[src/rtl/tts_pkg.sv]
// Shared definitions for the truth-table sweeper: FSM encoding and default table width.
package tts_pkg;

  localparam int N_IN_DEF = 4;
  localparam int TT_W     = 2 ** N_IN_DEF;

  typedef logic [1:0] state_t;

  localparam state_t S_IDLE   = 2'd0;
  localparam state_t S_DRIVE  = 2'd1;
  localparam state_t S_SAMPLE = 2'd2;
  localparam state_t S_DONE   = 2'd3;

endpackage

[src/rtl/tts_if.sv]
// Bundle between the sweeper and its controller/function under test.
// Handshake: start is a level that the sweeper acts on only in IDLE; done is a
// one-cycle pulse, and tt_out/match/err_cnt are valid from done until the next
// accepted start. There is no ready signal; a start outside IDLE is dropped.
interface tts_if
  import tts_pkg::*;
#(
  parameter int N_IN = 4
);
  localparam int TW = 2 ** N_IN;

  logic            start;
  logic [TW-1:0]   expect_tt;
  logic            f;
  logic [N_IN-1:0] vec;
  logic            busy;
  logic            done;
  logic [TW-1:0]   tt_out;
  logic            match;
  logic [N_IN:0]   err_cnt;
  state_t          dbg_state;

  modport master (
    output start, expect_tt, f,
    input  vec, busy, done, tt_out, match, err_cnt, dbg_state
  );

  modport slave (
    input  start, expect_tt, f,
    output vec, busy, done, tt_out, match, err_cnt, dbg_state
  );
endinterface

[src/rtl/tts_settle_cnt.sv]
// Loadable down-counter timing how long each vector is held before sampling.
module tts_settle_cnt #(
  parameter int W = 4
) (
  input  logic         clk,
  input  logic         rst_n,
  input  logic         load_i,
  input  logic [W-1:0] load_val_i,
  input  logic         en_i,
  output logic         tc_o
);
  logic [W-1:0] cnt_q, cnt_d;

  // Load wins over decrement; stop at zero so tc stays asserted.
  always_comb begin
    cnt_d = cnt_q;
    if (load_i)                    cnt_d = load_val_i;
    else if (en_i && cnt_q != '0)  cnt_d = cnt_q - 1'b1;
  end

  // Counter register.
  always_ff @(posedge clk or negedge rst_n) begin
    if (!rst_n) cnt_q <= '0;
    else        cnt_q <= cnt_d;
  end

  assign tc_o = (cnt_q == '0);
endmodule

[src/rtl/truth_table_sweeper.sv]
// Sweeps all input combinations of a combinational function, captures its
// truth table and compares it against an expected table latched at start.
module truth_table_sweeper
  import tts_pkg::*;
#(
  parameter int N_IN   = 4,
  parameter int SETTLE = 2
) (
  input logic  clk,
  input logic  rst_n,
  tts_if.slave bus
);
  localparam int            TW        = 2 ** N_IN;
  localparam logic [N_IN:0] LAST_IDX  = (N_IN + 1)'(TW - 1);
  localparam logic [3:0]    SETTLE_LD = 4'(SETTLE - 1);

  state_t          state_q, state_d;
  logic [N_IN:0]   idx_q, idx_d;
  logic [N_IN-1:0] vec_q, vec_d;
  logic            busy_q, busy_d;
  logic            done_q, done_d;
  logic [TW-1:0]   tt_q, tt_d;
  logic            match_q, match_d;
  logic [N_IN:0]   err_q, err_d;
  logic [TW-1:0]   exp_q, exp_d;
  logic            settle_load;
  logic            settle_tc;
  logic            miss;

  // Times the DRIVE phase: loaded with SETTLE-1 on every entry into DRIVE.
  tts_settle_cnt #(.W(4)) u_settle (
    .clk        (clk),
    .rst_n      (rst_n),
    .load_i     (settle_load),
    .load_val_i (SETTLE_LD),
    .en_i       (state_q == S_DRIVE),
    .tc_o       (settle_tc)
  );

  // Sweep FSM with index, capture and error-count next-state logic.
  always_comb begin
    state_d     = state_q;
    idx_d       = idx_q;
    vec_d       = vec_q;
    busy_d      = busy_q;
    done_d      = 1'b0;
    tt_d        = tt_q;
    match_d     = match_q;
    err_d       = err_q;
    exp_d       = exp_q;
    settle_load = 1'b0;
    miss        = bus.f ^ exp_q[idx_q[N_IN-1:0]];
    case (state_q)
      S_IDLE: begin
        if (bus.start) begin
          exp_d       = bus.expect_tt;
          tt_d        = '0;
          err_d       = '0;
          match_d     = 1'b0;
          idx_d       = '0;
          vec_d       = '0;
          busy_d      = 1'b1;
          settle_load = 1'b1;
          state_d     = S_DRIVE;
        end
      end
      S_DRIVE: begin
        if (settle_tc) state_d = S_SAMPLE;
      end
      S_SAMPLE: begin
        tt_d[idx_q[N_IN-1:0]] = bus.f;
        err_d = err_q + {{N_IN{1'b0}}, miss};
        if (idx_q == LAST_IDX) begin
          busy_d  = 1'b0;
          done_d  = 1'b1;
          match_d = (err_d == '0);
          state_d = S_DONE;
        end else begin
          idx_d       = idx_q + 1'b1;
          vec_d       = idx_d[N_IN-1:0];
          settle_load = 1'b1;
          state_d     = S_DRIVE;
        end
      end
      default: begin
        state_d = S_IDLE;
      end
    endcase
  end

  // State registers; reset abandons any sweep in progress.
  always_ff @(posedge clk or negedge rst_n) begin
    if (!rst_n) begin
      state_q <= S_IDLE;
      idx_q   <= '0;
      vec_q   <= '0;
      busy_q  <= 1'b0;
      done_q  <= 1'b0;
      tt_q    <= '0;
      match_q <= 1'b0;
      err_q   <= '0;
      exp_q   <= '0;
    end else begin
      state_q <= state_d;
      idx_q   <= idx_d;
      vec_q   <= vec_d;
      busy_q  <= busy_d;
      done_q  <= done_d;
      tt_q    <= tt_d;
      match_q <= match_d;
      err_q   <= err_d;
      exp_q   <= exp_d;
    end
  end

  assign bus.vec       = vec_q;
  assign bus.busy      = busy_q;
  assign bus.done      = done_q;
  assign bus.tt_out    = tt_q;
  assign bus.match     = match_q;
  assign bus.err_cnt   = err_q;
  assign bus.dbg_state = state_q;
endmodule

[src/flat_wrapper.sv]
// flat-port wrapper written by rule: the top's interface ports become plain ports
module truth_table_sweeper_flat import tts_pkg::*;
#(
  parameter int N_IN   = 4,
  parameter int SETTLE = 2
)
  (clk, rst_n, bus_start, bus_expect_tt, bus_f, bus_vec, bus_busy, bus_done, bus_tt_out, bus_match, bus_err_cnt, bus_dbg_state);
  tts_if #(.N_IN(N_IN)) bus_i ();
  input logic clk;
  input logic rst_n;
  input wire logic [$bits(bus_i.start)-1:0] bus_start;
  input wire logic [$bits(bus_i.expect_tt)-1:0] bus_expect_tt;
  input wire logic [$bits(bus_i.f)-1:0] bus_f;
  output wire logic [$bits(bus_i.vec)-1:0] bus_vec;
  output wire logic [$bits(bus_i.busy)-1:0] bus_busy;
  output wire logic [$bits(bus_i.done)-1:0] bus_done;
  output wire logic [$bits(bus_i.tt_out)-1:0] bus_tt_out;
  output wire logic [$bits(bus_i.match)-1:0] bus_match;
  output wire logic [$bits(bus_i.err_cnt)-1:0] bus_err_cnt;
  output wire logic [$bits(bus_i.dbg_state)-1:0] bus_dbg_state;
  assign bus_i.start = bus_start;
  assign bus_i.expect_tt = bus_expect_tt;
  assign bus_i.f = bus_f;
  assign bus_vec = bus_i.vec;
  assign bus_busy = bus_i.busy;
  assign bus_done = bus_i.done;
  assign bus_tt_out = bus_i.tt_out;
  assign bus_match = bus_i.match;
  assign bus_err_cnt = bus_i.err_cnt;
  assign bus_dbg_state = bus_i.dbg_state;
  truth_table_sweeper #(.N_IN(N_IN), .SETTLE(SETTLE)) u_core (.clk(clk), .rst_n(rst_n), .bus(bus_i));
endmodule
[config.mk]
export PLATFORM = sky130hd
export DESIGN_NAME = truth_table_sweeper_flat
export DESIGN_NICKNAME = d
export VERILOG_FILES = /design/src/rtl/tts_pkg.sv /design/src/rtl/tts_if.sv /design/src/rtl/tts_settle_cnt.sv /design/src/rtl/truth_table_sweeper.sv /design/src/flat_wrapper.sv
export SDC_FILE = /design/constraint.sdc
export NUM_CORES = 1
export LEC_CHECK = 0
export BUFFER_PORTS_ARGS = -buffer_cell sky130_fd_sc_hd__buf_4
export CAP_MARGIN = 20
export CORE_MARGIN = 5
export CORE_UTILIZATION = 59
export CTS_CLUSTER_SIZE = 25
export DETAILED_ROUTE_END_ITERATION = 7
export PLACE_DENSITY = 0.84
export SYNTH_ARGS = -nofsm -noshare
export SYNTH_HDL_FRONTEND = slang
export SYNTH_HIERARCHICAL = 1
export SYNTH_SLANG_ARGS = --single-unit
[constraint.sdc]
create_clock -name clk -period 4.93 [get_ports clk]
set_input_delay 0.493 -clock clk [delete_from_list [all_inputs] [get_ports clk]]
set_output_delay 0.493 -clock clk [all_outputs]
set_load 0.005 [all_outputs]
# == After elaboration in Yosys (flattened, before gate mapping) ==
# Index checks and enable logic that the tools add are counted.
# word_totals
latch_bits,0
romBits,0
n_memories,0
out_inout_bits,30
ff_bits,55
in_bits,20
ram_bits,0
word_cells,67
# op_classes
mul,0
n_mux,31
n_addsub,3
magnitude_cmp,2
n_reduce_logical,13
div,0
eq_ne,7
shifts,0
n_bitwise,1
# op_table
cell,count
case mux 16 bit (2 select lines),1
case mux 5 bit (2 select lines),2
bitwise mux 16 bit,1
two-way mux 16 bit,1
two-way mux 4 bit,4
two-way mux 1 bit,10
two-way mux 5 bit,2
case mux 4 bit (2 select lines),1
two-way mux 2 bit,3
case mux 1 bit (2 select lines),3
case mux 2 bit (3 select lines),1
AND reduction 2 bit,3
AND reduction 3 bit,2
adder 5 x 1 -> 5 bit,1
"adder 5 x 1 -> 5 bit, second input constant",1
"== test 5 x 4 -> 1 bit, second input constant",1
logical NOT 5 bit,1
"< comparator 4 x 5 -> 1 bit, second input constant",1
binary-select mux 1 bit (select 4 bit),1
demux 1 bit (select 4 bit),1
">= comparator 4 x 1 -> 1 bit, second input constant",1
logical NOT 4 bit,1
"inequality test 2 x 1 -> 1 bit, second input constant",2
"inequality test 2 bit, second input constant",2
other kinds (8),10

# == Longest topological paths before layout ==
# logic_depth
depth_word,7
depth_mapped,10
depth_no_buf,8

# == Hierarchy ==
# The synthesis kept the hierarchy.
# modules_own_cells
mod,seq_area_each_um2,instances,area_per_inst_um2,cells_each
truth_table_sweeper,1176.1,1,2378.5,241
tts_settle_cnt,100.1,1,270.3,27

# == Worst setup path before layout ==
# No wires, ideal clock.
# synth_path
path_type,flip-flop to flip-flop
start,reg u_core.idx_q[0]
end,reg u_core.match_q (netlist: u_core/bus.match)
stages_incl_launch_ff,9
arrival_ns,2.855
setup_ns,0.095
synth_period_minus_slack_ns,2.951
slack_ns,1.979
required_ns,4.835
n_path_buf,1
path_cell_list,dfrtp_1 > buf_6 > mux4_1 > mux4_2 > xnor2_1 > ha_1 > ha_1 > or4_1 > o31ai_1
# synth_between
elab_chain_len,7
word_cells_on_any_way,10
cone_classes,1 x add/sub; 2 x eq/ne; 4 x mux; 1 x bitwise; 2 x reduce/logical
# synth_rtl
element,line,source
"start, declared",truth_table_sweeper.sv:18,"logic [N_IN:0] idx_q, idx_d;"
"start signal, assigned",truth_table_sweeper.sv:105,idx_q <= idx_d;
binary-select mux 1 bit (select 4 bit),truth_table_sweeper.sv:52,miss = bus.f ^ exp_q[idx_q[N_IN-1:0]];
two-way mux 1 bit (implied by the code),truth_table_sweeper.sv:52,
XOR 1 bit,truth_table_sweeper.sv:52,
adder 5 x 1 -> 5 bit,truth_table_sweeper.sv:72,"err_d = err_q + {{N_IN{1'b0}}, miss};"
logical NOT 5 bit,truth_table_sweeper.sv:76,match_d = (err_d == '0);
two-way mux 1 bit,truth_table_sweeper.sv:73,if (idx_q == LAST_IDX) begin
case mux 1 bit (2 select lines),truth_table_sweeper.sv:53,case (state_q)
"end signal, assigned",truth_table_sweeper.sv:110,match_q <= match_d;
"end, declared",truth_table_sweeper.sv:23,"logic match_q, match_d;"
# Several ways; a longest one is shown, not always the timed one. The select of a mux whose other input is x is not followed.
# A chain may end at the register's enable or synchronous reset.

# == Worst setup path after layout ==
# Same ends and word-level chain as after synthesis.

==> results by group <==
Status
  – Outcome: finished clean

Finish
  – Most frequent cells in the layout: nand2_1 (64), dfrtp_1 (51), buf_4 (49)
  – Final Net Count: 332
  – Area growth syn-to-layout: 17.67%
  – Antenna Cells: 0
  – Most common library cell in the layout ignoring fill and taps: nand2_1
  – Proportion of layout cells with a drive suffix above 1: 20.66%

Clocking
  – Post_cts resized: 0
  – Clk sinks: 51
  – Clock Pin Slew Worst Setup and Hold Paths: 0.09 ns
  – CTS tree: yes
  – Clock Tree Buf Depth: 2
  – Hold_buf cts: 0
  – Clk root buf: clkbuf_8
  – TritonCTS Buffers: 5
  – # Post-CTS Setup Buffers: 0
  – Skew-Pair Late Insertion Delay: 0.30 ns
  – H-tree depth: 2

Synth
  – Syn. warnings: 6
  – Synth cell types: 48
  – Yosys reg bits: 51
  – Sequential fraction of the synthesis area: 48.18%
  – Cell taking the most area after synthesis: dfrtp_1
  – Synth async-reset ratio: 100.0%
  – Netlist Area Pre-Place: 2649 sq um
  – Avg Cell Area, Syn: 9.884 sq um
  – EDFF count, synth: 0
  – Cell count after synthesis: 268
  – Synth top area share: 48.18%
  – Main flop type after synthesis: dfrtp_1
  – Top post-synthesis cells by area: dfrtp_1 (48%), nand2_1 (9.1%), mux4_1 (4.0%)

Floorplan
  – Placement row count: 24
  – Ports: 50
  – Std-Cell Core Area: 4354 sq um
  – DIE AREA: 5930 sq um
  – Die Ht: 77.01 um
  – Die Wd: 77.01 um
  – Initial core utilization: 60.83%

Worst hold path
  – Worst Hold Class: in2async

Timing
  – Hold Vio Cnt, Final: 0
  – Fin Hold WS: 0.1954 ns
  – Max-slew violation count: 0
  – Final-report setup violation count: 0
  – Fmax: 309.2 MHz
  – Total negative slack: 0 ns
  – Rel. slew slack: 47.80%
  – Final period utilization: 65.59%
  – Worst Tran Pin Value: 0.7814 ns
  – Final worst path period need: 3.234 ns
  – RSZ-0062 raised after global routing: false
  – Worst Clk Skew: 0.008674 ns

Placed design
  – HPWL Detailed: 3.911 mm
  – RePlAce Congestion: 0.7899
  – I/O Buffers: 49

Global route
  – Total global-route track usage: 19.25%
  – First-pass GRT wire length: 9.377 mm
  – Number of global-route vias before repair: 2085
  – Largest net degree at the start of global routing: 52
  – Remaining Overflow, GRT: 0
  – Initial antenna violation count: 0

Pwr
  – Maximum vdd drop: 417.8 uV
  – Sw frac: 34.23%
  – Lkg Pwr: 1.533 nW
  – Logic pwr share: 34.0%
  – Pwr/cell area: 487.9 nW/um^2
  – Seq pwr share: 43.8%
  – P_sw: 520.6 uW
  – Clock network power share: 22.2%
  – P_int: 1.000 mW

Setup path
  – Crit Path Category: reg2reg
  – Startpoint Class: register
  – WP data arrival: 3.45 ns
  – Crit path capture type: register
  – Critical Path RT: 5.15 ns
  – Worst-path fanout max: 11

Route
  – Initial DRC Count: 145
  – Routed Wire Length: 5.548 mm
  – Via/cell ratio: 5.765
  – DRC Markers: 0
  – DR WL/cell: 15.54 um
  – ANT nets after route: 0
  – Initial DRT Pass Iterations: 4
  – Vias: 2058

Job
  – Max-capacitance violation count: 0
final timing paths:
| check | from | to | slack (ns) | depth (start not counted) |
|---|---|---|---|---|
| min in group clk | bus_expect_tt[13] | u_core/exp_q[13] | 0.37 | 3 |
| max in group asynchronous | rst_n | u_core/u_settle/cnt_q[0] | 4.31 | 1 |
| setup reg to reg | u_core/idx_q[0] | u_core/bus.match | 1.70 | 8 |
| hold reg to reg | u_core/exp_q[13] | u_core/exp_q[13] | 0.49 | 2 |
| setup / recovery | u_core/idx_q[0] | u_core/bus.match | 1.70 | 8 |
| hold / removal | rst_n | u_core/bus.err_cnt[4] | 0.20 | 1 |
final cells by class:
cell class | instances | area, sq um
Timing Repair Buffer | 50 | 379.1
Sequential cell | 51 | 1276
Fill cell | 336 | 1237
Tap cell | 52 | 65.06
Clock buffer | 6 | 72.57
Clock inverter | 2 | 60.06
Inverter | 12 | 45.04
Multi-Input combinational cell | 184 | 1219
synth_stat cells (4+ instances only):
cell      number
nand3b_1       6
o22ai_1        4
mux4_1         4
o21ai_0       10
nand2_1       64
o211ai_1       6
inv_1         12
dfrtp_1       51
clkbuf_1      16
nand3_1       10
a21oi_1        6
o31ai_1        7
buf_4          4
ha_1           8
logic make-up (layout without fill, tap and decap cells):
logic type | after synthesis | count (layout) | synth area share (%)
AO/OA/AOI/OAI | 51 | 51 | 13.56
XOR/XNOR | 5 | 5 | 1.654
adder cells (fa/ha/maj) | 8 | 8 | 3.779
buffers and inverters | 35 | 70 | 6.093
flip-flops | 51 | 51 | 48.18
multiplexers | 8 | 8 | 5.952
other | 2 | 4 | 0.2835
AND/OR/NAND/NOR | 108 | 108 | 20.50
worst max-delay path, cell delays in order (launching register included):
cell and delay, ns:
dfrtp_1 0.58, mux4_1 0.62, mux4_2 0.50, xnor2_1 0.16, ha_1 0.22, ha_1 0.26
xor2_1 0.16, or4_1 0.40, o31ai_1 0.23
layer usage:
metal	wire length (um)	vias to the layer above	part of all wire, %	track usage [%]
li1	-	1006	-	-
met1	2356	989	42	22.91
met2	2776	57	50	33.79
met3	357	6	6.4	6.089
met4	58	0	1.0	4.639
met5	0	-	0	0
state kept, by name, indices dropped and copies added (netlist names):
name,count
u_core/u_settle/cnt_q,4
u_core/bus.err_cnt,5
u_core/bus.tt_out,16
u_core/bus.busy,1
u_core/bus.dbg_state,2
u_core/bus.match,1
u_core/idx_q,5
u_core/exp_q,16
u_core/bus.done,1
power by group through the flow:
stage | combinational [mW] | sequential [mW] | clock, mW
5_1_grt | 0.575 | 0.685 | 0.362
3_3_place_gp | 0.485 | 0.658 | 0
4_1_cts | 0.514 | 0.663 | 0.344
3_5_place_dp | 0.513 | 0.671 | 0
2_1_floorplan | 0.414 | 0.611 | 0
6_report | 0.518 | 0.666 | 0.338
stage by stage:
stage | area [sq um] | util [%] | cells | setup WS (ns) | total power [mW]
after floorplan | 2656 | - | 270 | 1.979 | 1.025
after global placement | 2973 | 68.28 | 348 | 1.821 | 1.143
after detailed placement | 2973 | 68.28 | 348 | 1.685 | 1.184
after CTS | 3105 | 71.32 | 356 | 1.702 | 1.521
after global routing | 3117 | 71.58 | 357 | 1.624 | 1.623
final | 3117 | 71.58 | 357 | 1.696 | 1.521
(Power assumes the default switching activity.)
